## src/rtl/matrix_pkg.sv

```systemverilog
// Shared constants and state type for the matrix operand loader.
package matrix_pkg;

  localparam int unsigned N_ELEM = 9;
  localparam int unsigned VAL_W  = 4;
  localparam int unsigned CODE_W = 2 ** VAL_W;
  localparam int unsigned IDX_W  = $clog2(2 * N_ELEM);

  typedef enum logic {
    LOAD = 1'b0,
    FULL = 1'b1
  } state_e;

endpackage

```

## src/rtl/matrix_operand_loader_if.sv

```systemverilog
// Word-in / frame-out handshake bundle of the matrix operand loader.
interface matrix_operand_loader_if #(
  parameter int unsigned N_ELEM = matrix_pkg::N_ELEM,
  parameter int unsigned VAL_W  = matrix_pkg::VAL_W
);

  localparam int unsigned CODE_W = 2 ** VAL_W;

  logic                       in_valid;
  logic                       in_ready;
  logic [VAL_W-1:0]           in_data;
  logic                       flush;
  logic [N_ELEM*CODE_W-1:0]   div_code;
  logic [N_ELEM*CODE_W-1:0]   dvd_code;
  logic                       frame_valid;
  logic                       frame_ready;
  logic [N_ELEM-1:0]          div_zero;

  // Upstream word source and downstream frame consumer.
  modport master (
    output in_valid, in_data, flush, frame_ready,
    input  in_ready, div_code, dvd_code, frame_valid, div_zero
  );

  // The loader itself.
  modport slave (
    input  in_valid, in_data, flush, frame_ready,
    output in_ready, div_code, dvd_code, frame_valid, div_zero
  );

endinterface

```

## src/rtl/onehot_decode4.sv

```systemverilog
// Combinational binary to one-hot decoder (VAL_W in, 2**VAL_W out).
module onehot_decode4 #(
  parameter int unsigned VAL_W  = 4,
  parameter int unsigned CODE_W = 2 ** VAL_W
) (
  input  logic [VAL_W-1:0]  val_i,
  output logic [CODE_W-1:0] code_o
);

  always_comb begin
    code_o         = '0;
    code_o[val_i]  = 1'b1;
  end

endmodule

```

## src/rtl/matrix_operand_loader.sv

```systemverilog
// Serial operand loader: 9 divisor then 9 dividend words, one-hot decoded into a held frame.
// Optional per-element divisor-zero flags built when ZERO_DIV_CHECK_EN is defined.
module matrix_operand_loader #(
  parameter int unsigned N_ELEM = matrix_pkg::N_ELEM,
  parameter int unsigned VAL_W  = matrix_pkg::VAL_W
) (
  input  logic                     clk,
  input  logic                     rst,
  matrix_operand_loader_if.slave   bus
);

  import matrix_pkg::*;

  localparam int unsigned CodeW = 2 ** VAL_W;
  localparam int unsigned IdxW  = $clog2(2 * N_ELEM);
  localparam int unsigned BusW  = N_ELEM * CodeW;
  localparam logic [IdxW-1:0] LastIdx = IdxW'(2 * N_ELEM - 1);

  state_e            state_q, state_d;
  logic [IdxW-1:0]   w_q, w_d;
  logic [BusW-1:0]   div_q, div_d;
  logic [BusW-1:0]   dvd_q, dvd_d;
  logic [CodeW-1:0]  code;
  logic              accept;

  onehot_decode4 #(
    .VAL_W  (VAL_W),
    .CODE_W (CodeW)
  ) u_decode (
    .val_i  (bus.in_data),
    .code_o (code)
  );

`ifdef ZERO_DIV_CHECK_EN
  logic [N_ELEM-1:0] zero_q, zero_d;
`endif

  assign accept = bus.in_valid && (state_q == LOAD);

  always_comb begin
    state_d = state_q;
    w_d     = w_q;
    div_d   = div_q;
    dvd_d   = dvd_q;
`ifdef ZERO_DIV_CHECK_EN
    zero_d  = zero_q;
`endif
    // flush wins over any accept or frame_ready in the same cycle
    if (bus.flush) begin
      state_d = LOAD;
      w_d     = '0;
      div_d   = '0;
      dvd_d   = '0;
`ifdef ZERO_DIV_CHECK_EN
      zero_d  = '0;
`endif
    end else begin
      case (state_q)
        LOAD: begin
          if (accept) begin
            for (int k = 0; k < N_ELEM; k++) begin
              if (w_q == IdxW'(k)) begin
                div_d[k*CodeW +: CodeW] = code;
`ifdef ZERO_DIV_CHECK_EN
                zero_d[k] = (bus.in_data == '0);
`endif
              end
              if (w_q == IdxW'(k + N_ELEM)) begin
                dvd_d[k*CodeW +: CodeW] = code;
              end
            end
            if (w_q == LastIdx) begin
              state_d = FULL;
              w_d     = '0;
            end else begin
              w_d = w_q + IdxW'(1);
            end
          end
        end
        FULL: begin
          if (bus.frame_ready) begin
            state_d = LOAD;
            w_d     = '0;
          end
        end
        default: state_d = LOAD;
      endcase
    end
  end

  always_ff @(posedge clk) begin
    if (rst) begin
      state_q <= LOAD;
      w_q     <= '0;
      div_q   <= '0;
      dvd_q   <= '0;
`ifdef ZERO_DIV_CHECK_EN
      zero_q  <= '0;
`endif
    end else begin
      state_q <= state_d;
      w_q     <= w_d;
      div_q   <= div_d;
      dvd_q   <= dvd_d;
`ifdef ZERO_DIV_CHECK_EN
      zero_q  <= zero_d;
`endif
    end
  end

  assign bus.in_ready    = (state_q == LOAD);
  assign bus.frame_valid = (state_q == FULL);
  assign bus.div_code    = div_q;
  assign bus.dvd_code    = dvd_q;
`ifdef ZERO_DIV_CHECK_EN
  assign bus.div_zero    = zero_q;
`else
  assign bus.div_zero    = '0;
`endif

endmodule

```

## src/flat_wrapper.sv

```systemverilog
// flat-port wrapper written by rule: the top's interface ports become plain ports
module matrix_operand_loader_flat import matrix_pkg::*;
#(
  parameter int unsigned N_ELEM = matrix_pkg::N_ELEM,
  parameter int unsigned VAL_W  = matrix_pkg::VAL_W
)
  (clk, rst, bus_in_valid, bus_in_data, bus_flush, bus_frame_ready, bus_in_ready, bus_div_code, bus_dvd_code, bus_frame_valid, bus_div_zero);
  matrix_operand_loader_if #(.N_ELEM(N_ELEM), .VAL_W(VAL_W)) bus_i ();
  input  logic clk;
  input  logic rst;
  input wire logic [$bits(bus_i.in_valid)-1:0] bus_in_valid;
  input wire logic [$bits(bus_i.in_data)-1:0] bus_in_data;
  input wire logic [$bits(bus_i.flush)-1:0] bus_flush;
  input wire logic [$bits(bus_i.frame_ready)-1:0] bus_frame_ready;
  output wire logic [$bits(bus_i.in_ready)-1:0] bus_in_ready;
  output wire logic [$bits(bus_i.div_code)-1:0] bus_div_code;
  output wire logic [$bits(bus_i.dvd_code)-1:0] bus_dvd_code;
  output wire logic [$bits(bus_i.frame_valid)-1:0] bus_frame_valid;
  output wire logic [$bits(bus_i.div_zero)-1:0] bus_div_zero;
  assign bus_i.in_valid = bus_in_valid;
  assign bus_i.in_data = bus_in_data;
  assign bus_i.flush = bus_flush;
  assign bus_i.frame_ready = bus_frame_ready;
  assign bus_in_ready = bus_i.in_ready;
  assign bus_div_code = bus_i.div_code;
  assign bus_dvd_code = bus_i.dvd_code;
  assign bus_frame_valid = bus_i.frame_valid;
  assign bus_div_zero = bus_i.div_zero;
  matrix_operand_loader #(.N_ELEM(N_ELEM), .VAL_W(VAL_W)) u_core (.clk(clk), .rst(rst), .bus(bus_i));
endmodule
```

## config.mk

```make
export PLATFORM = sky130hd
export DESIGN_NAME = matrix_operand_loader_flat
export DESIGN_NICKNAME = d
export VERILOG_FILES = /design/src/rtl/matrix_pkg.sv /design/src/rtl/matrix_operand_loader_if.sv /design/src/rtl/onehot_decode4.sv /design/src/rtl/matrix_operand_loader.sv /design/src/flat_wrapper.sv
export SDC_FILE = /design/constraint.sdc
export NUM_CORES = 1
export LEC_CHECK = 0
export CAP_MARGIN = 20
export CELL_PAD_IN_SITES_DETAIL_PLACEMENT = 1
export CELL_PAD_IN_SITES_GLOBAL_PLACEMENT = 2
export CORE_MARGIN = 4
export CORE_UTILIZATION = 27
export DETAILED_ROUTE_END_ITERATION = 12
export PLACE_DENSITY_LB_ADDON = 0.1
export SETUP_SLACK_MARGIN = 0.3
export SYNTH_ARGS = -nofsm -noshare
export SYNTH_HDL_FRONTEND = slang
export SYNTH_HIERARCHICAL = 1
export SYNTH_SLANG_ARGS = --single-unit
```

## constraint.sdc

```tcl
create_clock -name clk -period 1.9 [get_ports clk]
set_input_delay 0.38 -clock clk [delete_from_list [all_inputs] [get_ports clk]]
set_output_delay 0.38 -clock clk [all_outputs]
set_load 0.02 [all_outputs]
```

==> impl_metrics.csv <==
group,metric,value,unit
timing,slew_headroom,0.622,
clocking,cts_sinks,294,
setup_path,worstSetupStartpointType,"register",
clocking,cts_tree,"done",
place,dp.final_hpwl,29.9,mm
floorplanning,num_rows,74,
yosys,ys_seq_area_frac,0.524,
grt,grt_pass1_wl,62.9,mm
clocking,cts_buffers,36,
grt,antenna_found_initial,0,
status,status,"finished, final reports clean",
clocking,clk_latency,0.54,ns
timing,min_period_over_period,0.824,
clocking,holdBufCountCts,0,
power_and_ir_drop,ir_worst_vdd,0.440,mV
cells_and_area,nNetsFinal,1434,
place,post-place-ws,-0.0811,ns
floorplanning,coreArea,41000,sq um
yosys,yosys_warnings,6,
place,io_buffers,298,
yosys,synth-async-reset-ratio,0,
yosys,postSynthCellCount,1072,
drt,drc,0,
floorplanning,fp.dieW,212,um
yosys,synth-edff-count,0,
clocking,htreeDepth,2,
yosys,synthDistinctLibCells,43,
setup_path,cp.required,2.31,ns
setup_path,crit_chain,"nor2_2 -> nand4_4 -> buf_12 -> mux2i_1",
yosys,synth_area,11200,sq um
setup_path,worst-path-buf-inv,1,
timing,final.setup.worst_slack,0.335,ns
setup_path,crit_family,"simple AND/OR/NAND/NOR gates",
cells_and_area,drive_gt1_frac,0.312,
setup_path,arrival,1.98,ns
setup_path,slowest_stage,"nor2_2",
cells_and_area,area_growth,49.2,%
timing,layout_min_cycle_time,1.57,ns
grt,grt_usage,0.186,
timing,finalHoldViolations,0,
drt,via_per_inst,4.46,
clocking,root_buffer,"clkbuf_16",
timing,setup_tns,0,ns
floorplanning,start_util,0.274,
timing,tightest_slew,0.566,ns
cells_and_area,fill_cells,4524,
timing,finalSetupViolCount,0,
floorplanning,io_pins,308,
cells_and_area,final_common_cell,"nand2_1",
cells_and_area,antenna_cells,0,
power_and_ir_drop,leakage,7.77,nW
grt,gr-total-overflow,0,
clocking,path_clk_slew,0.06,ns
setup_path,crit_path_end_kind,"register",
min_path,worstHoldPathType,"register to register",
clocking,clockBufferDepth,3,
grt,grt_pass1_vias,9326,
yosys,syn_avg_cell_area,10.5,sq um
drt,drt.antenna.violating_nets,0,
drt,route.final.wire_length,42.5,mm
timing,slew_violations,0,
drt,drtPass1Iterations,4,
drt,vias,8789,
setup_path,worst-path-max-fanout,15,
floorplanning,die_area,44900,sq um
timing,fmaxAchievable,0.639,GHz
grt,grt_max_degree,45,
run,maxCapViolCount,0,
drt,drt-initial-drc-count,317,
timing,skew,0.0150,ns
place,place.gp.congestion,0.738,
setup_path,cpPeakStageDelay,0.50,ns
setup_path,crit_type,"register to register",
power_and_ir_drop,power.density,782,nW/um^2
floorplanning,die_h,212,um
cells_and_area,layout_common_cells,"323 x nand2_1, 289 x dfxtp_1, 274 x mux2i_1, 188 x clkdlybuf4s15_2, 49 x buf_4",
yosys,synth-main-ff-cell,"dfxtp_1",
timing,grt_setup_unrepaired,"yes",
yosys,yosys_register_bits,294,
drt,wl_per_cell,21.6,um
power_and_ir_drop,total_power,0.0131,W
==> stage by stage <==
stage	std cells	hold WS [ns]	utilization	cell area [sq um]
CTS	1964	0.461	0.414	17000
global placement	1901	0.442	0.379	15600
finish	1972	0.455	0.408	16800
floorplan	1080	0.475	-	11300
detailed placement	1901	0.451	0.379	15600
global route	1972	0.473	0.408	16800
==> worst paths after layout <==
| kind | cells past startpoint | endpoint | slack (ns) | startpoint |
|---|---|---|---|---|
| setup reg to reg | 4 | u_core/bus.div_code[25]$_SDFFE_PP0P_ | 0.33 | u_core/w_q[4]$_SDFFE_PP0P_ |
| hold / removal | 2 | u_core/bus.div_code[19]$_SDFFE_PP0P_ | 0.46 | u_core/bus.div_code[19]$_SDFFE_PP0P_ |
| hold reg to reg | 2 | u_core/bus.div_code[19]$_SDFFE_PP0P_ | 0.46 | u_core/bus.div_code[19]$_SDFFE_PP0P_ |
| setup / recovery | 4 | u_core/bus.div_code[25]$_SDFFE_PP0P_ | 0.33 | u_core/w_q[4]$_SDFFE_PP0P_ |
==> synth_stat cells (5+ instances only) <==
cell	instances	area (sq um)
a21oi_1	20	100
buf_1	10	37.5
buf_2	15	75.1
buf_4	19	143
buf_6	12	135
clkbuf_1	36	135
dfxtp_1	294	5890
ha_1	5	62.6
inv_1	5	18.8
mux2i_1	274	2740
nand2_1	323	1210
nand4_4	9	191
==> power breakdown <==
group / internal, W / total, W / switching (W)
Sequential: 0.00617 / 0.00617 / 0.00000375
Combinational: 0.000167 / 0.000442 / 0.000275
Clock: 0.00382 / 0.00649 / 0.00266
Total: 0.0102 / 0.0131 / 0.00294
==> routing by layer <==
metal | GRT usage | routed length (um) | part of all wire
met4 | 0.0452 | 604 | 0.014
met5 | 0 | 0 | 0
met1 | 0.242 | 19100 | 0.45
met3 | 0.0590 | 2940 | 0.069
met2 | 0.300 | 19900 | 0.47
==> sequential cells by signal, summed over array words and instances (netlist names) <==
register and flops:
u_core/bus.div_code 144, u_core/bus.dvd_code 144, u_core/bus.frame_valid 1, u_core/w_q 5
==> tightest hold or removal path, delay by kind of cell (launching register included) <==
kind / cells / cell delay [ns]
flops: 1 / 0.30
mux: 1 / 0.05
simple gates: 1 / 0.05
==> cells by family (layout without fill, tap and decap cells) <==
family | count (synthesis) | after routing | synth area share
fa+ha+maj | 5 | 5 | 0.00557
compound gates | 23 | 23 | 0.0109
other cells | 1 | 9 | 0.000334
flops | 294 | 294 | 0.524
simple gates | 377 | 377 | 0.166
buf+inv | 98 | 458 | 0.0489
mux | 274 | 274 | 0.244
==> timing repair <==
item                                    in CTS  in global routing
pin swaps                                    0                  4
resized for setup                          848                 88
setup buffers                                3                  8
gates cloned                                 2                  0
endpoints found under the setup margin     409                269
==> final cells by class <==
cell class	instances	area, sq um	share of cell area
clock inverters	5	32.5	0.00194
flip-flops and latches	294	5900	0.352
multi-input cells	688	4890	0.292
repair buffers	395	4190	0.250
inverters	5	18.8	0.00112
well taps	532	666	0.0397
clock buffers	53	1060	0.0630
Power figures use the tool's default switching activity.
==> RTL edit 1, RTL diff (same settings) <==
`w_q` no longer has a reset.
--- a/src/rtl/matrix_operand_loader.sv
+++ b/src/rtl/matrix_operand_loader.sv
@@ -92,5 +92,4 @@
     if (rst) begin
       state_q <= LOAD;
-      w_q     <= '0;
       div_q   <= '0;
       dvd_q   <= '0;
@@ -100,5 +99,4 @@
     end else begin
       state_q <= state_d;
-      w_q     <= w_d;
       div_q   <= div_d;
       dvd_q   <= dvd_d;
@@ -107,4 +105,8 @@
 `endif
     end
+  end
+
+  always_ff @(posedge clk) begin
+    w_q <= w_d;
   end
 
Check against the original RTL: not settled (the Yosys comparison gave no result); the edit may change what the design does.
==> RTL edit 1 against the original RTL <==
Area after synthesis is 0.60% lower; routed wire length grew 0.34%; power is 2.8% higher; non-clock buffer count down 7; sequential cell count is the same; die area fell by 0.58%; first-iteration DRC count grew 2.5%; setup slack gained 0.0030 ns; cell area decreased by 0.37%; largest power group unchanged.
==> RTL edit 1: results (changes against the original RTL) <==
outcome: "complete, no violations"  # unchanged
cts-buffers-inserted: 36  # unchanged
dp_hpwl_um: 29900  # about the same
clk-insertion-delay-late_ns: 0.53
cts.root.buffer_cell: "clkbuf_16"  # unchanged
wl_met2_um: 20100  # was 19900 µm
htree_levels: 2  # unchanged
fill_cells: 4496  # was 4524
crit-reg2reg-launch: "u_core/w_q[1]"  # was u_core/w_q[4]
whs_ns: 0.458  # was 0.455 ns
dp_slack_ns: -0.241  # was -0.0811 ns
grt_pass1_vias: 9195  # was 9326
crit_slowest_cell: "dfxtp_1"  # was nor2_2
async_reset_ff_share_pct: 0  # unchanged
hold_depth: 2  # unchanged
routed_wl_um: 42700  # was 42500 µm
drtPass1Iterations: 4  # unchanged
yosys.area.top_type: "dfxtp_1"  # unchanged
gp_congestion: 0.728  # was 0.738
p_leak_nw: 7.77  # about the same
cp.arrival_ns: 1.18  # was 1.98 ns
grt_start_max_net_pins: 73  # was 45
ys_seq_area_share_pct: 52.7  # was 52.4%
slowest_delay_ns: 0.35  # was 0.50 ns
hold_path_class: "flop to flop"  # unchanged
wl_met3_um: 3320  # was 2940 µm
synth_area_leaders: "dfxtp_1, mux2i_1, nand2_1"  # unchanged
drive_above_1_share_pct: 30.3  # was 31.2%
port_buffers: 298  # unchanged
placed_area_um2: 15500  # was 15600 µm²
vias: 8807  # was 8789
cts_buffer_depth: 3  # unchanged
met1Wirelength_um: 18700  # was 19100 µm
r2r-end: "u_core/bus.dvd_code[102]"  # was u_core/bus.div_code[25]
gr-usage-all-layers_pct: 18.7  # was 18.6%
rrSetupSlack_ns: 0.35  # was 0.33 ns
yosys_warnings: 6  # unchanged
r2r_cells: 7  # was 4
irDropWorstVdd_mv: 0.516  # was 0.440 mV
synthTopCellsByCount: "nand2_1, dfxtp_1, mux2i_1"  # unchanged
nNetsFinal: 1426  # was 1434
path_delay_family: "flip-flops"  # was simple AND/OR/NAND/NOR gates
synthDistinctLibCells: 44  # was 43
drt-initial-drc-count: 325  # was 317
grt_pass1_wl_um: 62600  # was 62900 µm
fin_skew_ns: 0.00945  # was 0.0150 ns
worstPathMaxFanout: 2  # was 15
hold_end: "u_core/bus.dvd_code[105]"  # was u_core/bus.div_code[19]
clk_pin_slew_worst_paths_ns: 0.06  # about the same
min-delay-start: "u_core/bus.dvd_code[105]"  # was u_core/bus.div_code[19]
routed.top_layer: "met4"  # unchanged
crit_start: "u_core/bus.div_code[77]"  # was u_core/w_q[4]
antenna_found_initial: 1  # was 0
## RTL edit 1: changes by cell type in the layout (fill, tap and decap cells not counted), moves of 5 or more
cell             change
clkbuf_2            +32
buf_2               -31
clkdlybuf4s15_2     -12
clkdlybuf4s15_1     +11
clkinv_2             +5
## RTL edit 1: metrics by stage
stage | utilization (%) | instances
after global placement | 38.0 | 1898
after CTS | 41.5 | 1968
after floorplan | - | 1076
final | 40.9 | 1970
after detailed placement | 38.0 | 1898
after global routing | 40.9 | 1970
## RTL edit 1: cell type report
cell class / instances / area [µm²] / share of cell area [%]
Tap cell: 532 / 666 / 3.99
Sequential cell: 294 / 5900 / 35.4
Multi-Input combinational cell: 687 / 4890 / 29.3
Clock inverter: 10 / 100 / 0.600
Antenna cell: 1 / 2.50 / 0.0150
Inverter: 5 / 18.8 / 0.112
Timing Repair Buffer: 388 / 4060 / 24.3
Clock buffer: 53 / 1060 / 6.33
## RTL edit 1: kinds of logic after synthesis
group / share of synthesized area [%]
mux: 24.5
xor+xnor: 0.0785
fa+ha+maj: 0.560
other cells: 0.0336
compound gates: 1.17
simple gates: 16.5
buf+inv: 4.46
flops: 52.7
## RTL edit 1: worst max-delay path by stage
stage | to | slack, ns | cells past startpoint
2_1_floorplan | u_core/bus.div_code[64] | 0.30 | 6
3_3_place_gp | u_core/bus.dvd_code[40] | -0.17 | 6
3_5_place_dp | u_core/bus.div_code[24] | -0.24 | 6
4_1_cts | bus_frame_valid | 0.27 | 1
5_1_grt | u_core/bus.dvd_code[106] | 0.28 | 7
6_report | bus_div_code[77] | 0.34 | 1
## RTL edit 1: what timing repair did
item | CTS | global route
setup endpoints to repair | 380 | 178
hold buffers | 0 | 0
gates resized for setup | 781 | 86
pin swaps | 1 | 1
buffers inserted | 6 | 1
cloned | 1 | 0
## RTL edit 1: power breakdown
part	switching, mW	internal (mW)
Sequential	0.00880	6.17
Combinational	0.318	0.197
Clock	2.66	4.11
## RTL edit 1: per-layer routing
layer	up-vias	track usage [%]
li1	4229	-
met1	4351	24.0
met2	194	30.7
met3	33	6.16
met4	0	4.44
met5	-	0
==> RTL edit 2, RTL diff (config.mk and constraints unchanged) <==
Without the edit above. `N_ELEM`: 9 -> 10.
--- a/src/rtl/matrix_pkg.sv
+++ b/src/rtl/matrix_pkg.sv
@@ -2,5 +2,5 @@
 package matrix_pkg;
 
-  localparam int unsigned N_ELEM = 9;
+  localparam int unsigned N_ELEM = 10;
   localparam int unsigned VAL_W  = 4;
   localparam int unsigned CODE_W = 2 ** VAL_W;
Interface: changed (resized bus_div_code, bus_div_zero and bus_dvd_code); port bits go from 308 to 341. No check against the original RTL was run, so the function may have changed too.
==> RTL edit 2 against the original RTL <==
Global-route usage up 0.37 points; die area up 9.4%; largest power group unchanged; area after synthesis up 9.8%; routed wire length up 14%; core utilization down 0.68 points; setup slack worse by 0.050 ns; critical path type unchanged; power up 12%; sequential cell count up 32; cell area up 8.6%; largest cell class unchanged.
==> RTL edit 2: results (changes against the original RTL) <==
placed_area_um2: 17200  # was 15600 µm²
outcome: "complete, no violations"  # unchanged
wl_per_cell_um: 22.1  # was 21.6 µm
grt_start_max_net_pins: 39  # was 45
synthTopCellsByCount: "nand2_1, dfxtp_1, mux2i_1"  # unchanged
p_leak_nw: 9.07  # was 7.77 nW
drive_above_1_share_pct: 35.1  # was 31.2%
synth_xor_xnor_area_share_pct: 0.0710  # was 0%
synthMuxAreaShare_pct: 24.8  # was 24.4%
cts-buffers-inserted: 39  # was 36
synthDistinctLibCells: 40  # was 43
nMultiInputCombCells: 757  # was 688
rows: 78  # was 74
fin_skew_ns: 0.00956  # was 0.0150 ns
multi_input_area_share_pct: 30.7  # was 29.2%
area_share_nonclk_buffers_pct: 22.3  # was 25.0%
fill_cells: 5032  # was 4524
clock_area_share_pct: 6.80  # was 6.50%
viasPerCell: 4.48  # was 4.46
irDropWorstVdd_mv: 0.479  # was 0.440 mV
wl_met3_um: 3230  # was 2940 µm
ys_seq_area_share_pct: 52.9  # was 52.4%
synth_area_leaders: "dfxtp_1, mux2i_1, nand2_1"  # unchanged
inverters_excl_clock: 4  # was 5
globalRouteMet3Util_pct: 6.30  # was 5.90%
post_cts_resize_count: 929  # was 848
multi_input_area_um2: 5590  # was 4890 µm²
met1Wirelength_um: 21100  # was 19100 µm
regArea_um2: 6540  # was 5900 µm²
grt.met2_usage_pct: 32.2  # was 30.0%
port_buffers: 330  # was 298
synth_compound_area_share_pct: 0.954  # was 1.09%
dp_slack_ns: -0.130  # was -0.0811 ns
==> RTL edit 2: cell types whose count changed in the layout (fill, tap and decap cells not counted), sizes merged, moves of 4 or more <==
cell and delta:
mux2i +32, nand3 -5, buf +69, nand2 +42
nand4 -4, clkbuf +25, clkdlybuf4s15 -57, dfxtp +32
clkinv +8
==> RTL edit 2: path summary, 6_finish.rpt <==
path | start | endpoint | slack (ns) | cells past startpoint
worst max-delay path | u_core/w_q[0] | u_core/bus.dvd_code[88] | 0.28 | 7
worst min-delay path | u_core/bus.dvd_code[7] | u_core/bus.dvd_code[7] | 0.46 | 2
worst min register to register | u_core/bus.dvd_code[7] | u_core/bus.dvd_code[7] | 0.46 | 2
worst max register to register | u_core/w_q[0] | u_core/bus.dvd_code[88] | 0.28 | 7
==> RTL edit 2: cells by family after synthesis <==
| family | Yosys count |
|---|---|
| other cells | 1 |
| fa+ha+maj | 5 |
| mux | 306 |
| simple gates | 413 |
| buf+inv | 102 |
| compound gates | 22 |
| flops | 326 |
| xor+xnor | 1 |
